[config.mk]
export PLATFORM = sky130hd
export DESIGN_NAME = rstgen
export DESIGN_NICKNAME = d
export VERILOG_FILES = /design/src/rtl/rstgen.sv
export SDC_FILE = /design/constraint.sdc
export NUM_CORES = 1
export LEC_CHECK = 0
export BUFFER_PORTS_ARGS = -buffer_cell sky130_fd_sc_hd__buf_2
export CORE_ASPECT_RATIO = 1.2
export CORE_UTILIZATION = 40
export CTS_CLUSTER_DIAMETER = 80
export DETAILED_ROUTE_END_ITERATION = 12
export HOLD_SLACK_MARGIN = 0.08
export PLACE_DENSITY = 0.61
export SLEW_MARGIN = 20
export SYNTH_ARGS = -nofsm -noshare
export SYNTH_HDL_FRONTEND = slang
export SYNTH_SLANG_ARGS = --single-unit
[constraint.sdc]
create_clock -name sys_clk -period 3.45 [get_ports sys_clk]
set_clock_uncertainty 0.15 [all_clocks]
set_input_delay 1.035 -clock sys_clk [delete_from_list [all_inputs] [get_ports sys_clk]]
set_output_delay 1.035 -clock sys_clk [all_outputs]
set_load 0.01 [all_outputs]
[src/rtl/rstgen.sv]
// rstgen: PLL-lock reset sequencer releasing sdram_rst, then sys_rst, then cpu_rst_n/ready.
// Define RSTGEN_TIMEOUT_EN to re-pulse sdram_rst and count retries when SDRAM init stalls.
module rstgen #(
    parameter int SETTLE_CYCLES = 1024,
    parameter int CPU_DELAY     = 256,
    parameter int INIT_TIMEOUT  = 65536
) (
    input  logic       sys_clk,
    input  logic       rst_n,
    input  logic       pll_locked,
    input  logic       sdram_init_done,
    output logic       sdram_rst,
    output logic       sys_rst,
    output logic       cpu_rst_n,
    output logic       ready,
    output logic       lock_lost,
    output logic [3:0] retry_cnt
);
    localparam logic [2:0] WAIT_LOCK  = 3'd0;
    localparam logic [2:0] SETTLE     = 3'd1;
    localparam logic [2:0] SDRAM_INIT = 3'd2;
    localparam logic [2:0] SYS_START  = 3'd3;
    localparam logic [2:0] RUN        = 3'd4;
    localparam int MAX_SC = SETTLE_CYCLES > CPU_DELAY ? SETTLE_CYCLES : CPU_DELAY;
`ifdef RSTGEN_TIMEOUT_EN
    localparam int MAX_N = MAX_SC > INIT_TIMEOUT ? MAX_SC : INIT_TIMEOUT;
`else
    localparam int MAX_N = MAX_SC;
`endif
    localparam int CW = MAX_N > 1 ? $clog2(MAX_N) : 1;
    localparam logic [CW-1:0] SETTLE_END = CW'(SETTLE_CYCLES - 1);
    localparam logic [CW-1:0] CPU_END    = CW'(CPU_DELAY - 1);

    if (SETTLE_CYCLES < 1 || CPU_DELAY < 1 || INIT_TIMEOUT < 1) begin : g_bad_params
        $error("rstgen: cycle parameters must be at least 1");
    end

    logic          meta_q, meta_d, locked_s_q, locked_s_d;
    logic [2:0]    state_q, state_d;
    logic [CW-1:0] cnt_q, cnt_d;
    logic          sdram_rst_q, sdram_rst_d, sys_rst_q, sys_rst_d, run_q, run_d;
    logic          lock_lost_q, lock_lost_d, pulse;

    always_comb begin
        meta_d      = pll_locked;
        locked_s_d  = meta_q;
        lock_lost_d = lock_lost_q;
        pulse       = 1'b0;
        case (state_q)
            WAIT_LOCK:  state_d = locked_s_q ? SETTLE : WAIT_LOCK;
            SETTLE:     state_d = !locked_s_q ? WAIT_LOCK : (cnt_q == SETTLE_END ? SDRAM_INIT : SETTLE);
            SDRAM_INIT: state_d = sdram_init_done ? SYS_START : SDRAM_INIT;
            SYS_START:  state_d = cnt_q == CPU_END ? RUN : SYS_START;
            RUN:        state_d = RUN;
            default:    state_d = WAIT_LOCK;
        endcase
`ifdef RSTGEN_TIMEOUT_EN
        pulse = state_q == SDRAM_INIT && !sdram_init_done && cnt_q == CW'(INIT_TIMEOUT - 1);
`endif
        // Lock loss past SETTLE beats init-done, terminal counts and timeouts.
        if (!locked_s_q && state_q inside {SDRAM_INIT, SYS_START, RUN}) begin
            state_d     = WAIT_LOCK;
            pulse       = 1'b0;
            lock_lost_d = 1'b1;
        end
        cnt_d = (state_d != state_q || pulse || !(state_q inside {SETTLE, SDRAM_INIT, SYS_START}))
                ? '0 : cnt_q + 1'b1;
        sdram_rst_d = state_d inside {WAIT_LOCK, SETTLE} || pulse;
        sys_rst_d   = !(state_d inside {SYS_START, RUN});
        run_d       = state_d == RUN;
    end

    always_ff @(posedge sys_clk) begin
        if (!rst_n) begin
            meta_q      <= 1'b0;
            locked_s_q  <= 1'b0;
            state_q     <= WAIT_LOCK;
            cnt_q       <= '0;
            sdram_rst_q <= 1'b1;
            sys_rst_q   <= 1'b1;
            run_q       <= 1'b0;
            lock_lost_q <= 1'b0;
        end else begin
            meta_q      <= meta_d;
            locked_s_q  <= locked_s_d;
            state_q     <= state_d;
            cnt_q       <= cnt_d;
            sdram_rst_q <= sdram_rst_d;
            sys_rst_q   <= sys_rst_d;
            run_q       <= run_d;
            lock_lost_q <= lock_lost_d;
        end
    end

`ifdef RSTGEN_TIMEOUT_EN
    logic [3:0] retry_q, retry_d;

    always_comb retry_d = (pulse && retry_q != 4'hf) ? retry_q + 4'd1 : retry_q;

    always_ff @(posedge sys_clk) begin
        if (!rst_n) retry_q <= 4'd0;
        else        retry_q <= retry_d;
    end

    assign retry_cnt = retry_q;
`else
    assign retry_cnt = 4'd0;
`endif

    assign sdram_rst = sdram_rst_q;
    assign sys_rst   = sys_rst_q;
    assign cpu_rst_n = run_q;
    assign ready     = run_q;
    assign lock_lost = lock_lost_q;
endmodule

==> run summary <==
Chip width = 44.1 um
All-Layer GR Usage = 13.5%
Layout cells sized above 1 = 21.6%
Worst-path clk slew = 110 ps
Row count = 17
Clock Power Share = 32.3%
Initial core utilization = 44.4%
Worst EP arrival = 2260 ps
RSZ-0062 raised after global routing = false
Total power = 0.338 mW
Setup bufs post-CTS = 0
Yosys top cell by area = dfxtp_1
Clock root cell = clkbuf_4
Max FO, Critical Path = 10
MaxCap Viol Count = 0
Hold Path Depth = 1
Pwr dens = 373 mW/mm2
Logic pwr share = 2.2%
Routed WL = 1270 um
FFs w/ async S/R, synth = 0%
Post-DRT Antenna Nets = 0
Mapped Area = 850 um2
Initial antenna violation count = 0
TritonCTS clock tree = yes
Die footprint = 0.00231 mm2
Largest cells by area after synthesis = dfxtp_1 (45%), nor2_1 (5.7%), buf_4 (5.3%)
Drt wl/cell = 11.0 um
Maximum clock rate = 459 MHz
DRC = 0
First-pass GRT wire length = 2310 um
Number of enable flip-flop cells after synthesis = 0
Setup crit end kind = flip-flop
Sequential share of power = 65.5%
Final Cycle Share = 63.2%
Post-synthesis register bit count = 19
Die height = 52.5 um
Post-synth top area share = 44.8%
Setup WS post-layout = 1270 ps
Via/cell ratio = 4.97
Final setup vio count = 0
Total CTS buffers = 3
Hpwl dp = 973 um
Worst Hold Class = reg -> reg
Post-route minimum period = 2180 ps
Hold WS = 298 ps
Io pins = 13
Yosys cell types = 33
Starting DRT DRC Count = 6
Port buffer count = 8
Place WS = 959 ps
Via count = 577
Largest net degree at the start of global routing = 12
Final hold vios = 0
Internal power = 0.266 mW
Clock buffer depth = 2
Cells on worst reg2reg path = 5
Post-Synthesis Cells = 88
# resized after CTS = 0
Layout Nets = 103
Antenna cells = 0
Final TNS setup = 0 ps
Filler cells = 198
Clk sink count = 19
Area growth syn-to-layout = 6.77%
Final Max Slew Viols = 0
H-tree depth = 1
Status = complete, no violations
Most frequent cell after synthesis = dfxtp_1
Vias in the first global route = 547
Yosys warnings = 0
Remaining Overflow, GRT = 0
Worst skew pair latency = 290 ps
Final core utilization = 47.4%
Peak VDD IR = 225 uV
Switching power = 0.0722 mW
Crit path required time = 3530 ps
Sw frac = 21.3%
Sequential share of the synthesized area = 44.8%
Multi-input combinational cell area = 424 um2
CP startpoint kind = input pin
Ys flop type = dfxtp_1
Hold buffers post-CTS = 0
Core area = 0.00191 mm2
Drt pass-1 iters = 6
LEAKAGE = 0.329 nW
Setup Crit Path Kind = in -> reg
Avg Synthesized Cell Area = 9.65 um2
Storage element area = 380 um2
Synth cell count leaders = dfxtp_1 (19), nor2_1 (13), buf_4 (6), nand2_1 (6)
Placer Congestion = 0.793
## critical path: stages
cell and delay, ps:
buf_2 130, nand2_2 100, or4b_1 470, o22a_1 360, nor2_1 160
## metrics by stage
stage               instance area (um2)  std cells
global route                        907        116
floorplan                           861         91
finish                              907        116
CTS                                 907        116
detailed placement                  880        112
global placement                    880        112
## layer usage
metal	GRT usage [%]	vias to the layer above	share of wire [%]
li1	-	305	-
met1	17.5	266	47
met2	21.6	6	50
met3	3.10	0	2.2
met4	4.55	0	0
met5	0	-	0
## power by group through the flow
stage / registers, mW / clock network, mW / logic [mW]
2_1_floorplan: 0.227 / 0 / 0.00781
3_3_place_gp: 0.227 / 0 / 0.00717
3_5_place_dp: 0.227 / 0 / 0.00729
4_1_cts: 0.222 / 0.115 / 0.00731
5_1_grt: 0.222 / 0.125 / 0.00851
6_report: 0.222 / 0.109 / 0.00739
## state kept, by name (all words and copies together) (netlist names)
register    count
sys_rst         1
locked_s_d      1
locked_s_q      1
cnt_q          10
state_q         3
lock_lost       1
sdram_rst       1
cpu_rst_n       1
## cell type report
type,count,share of cell area [%]
inverter,3,1.24
multi-input combinational,63,46.8
sequential,19,41.9
tap,19,2.62
timing repair buffer,8,4.41
clock inverter,1,0.552
clock buffer,3,2.48
## worst paths after layout
path,start,endpoint,slack (ps)
max,rst_n,cnt_q[5],1270
min,locked_s_d,locked_s_q,300
max reg2reg,cnt_q[0],state_q[1],1510
min reg2reg,locked_s_d,locked_s_q,300
## kinds of logic (layout without fill, tap and decap cells)
family	after synthesis	after routing	synth area share (%)
mux	1	1	1.77
compound gates	11	11	8.39
flops	19	19	44.8
fa+ha+maj	1	1	1.47
xor+xnor	8	8	8.25
simple gates	38	38	28.3
other cells	1	4	0.441
buf+inv	9	15	6.63
## cell usage in the layout (no fill, tap or decap), types with 2 or more instances in the layout
cell type / synthesis / routed
nand3_1: 2 / 2
buf_2: 0 / 8
o21ai_0: 3 / 3
a21oi_1: 3 / 3
xor2_1: 4 / 4
dfxtp_1: 19 / 19
nand2_1: 6 / 6
nor3_1: 2 / 2
conb_1: 1 / 4
xnor2_1: 4 / 4
inv_1: 3 / 3
nor2_1: 13 / 13
clkbuf_4: 0 / 3
and2_1: 2 / 2
Power figures use the tool's default switching activity.
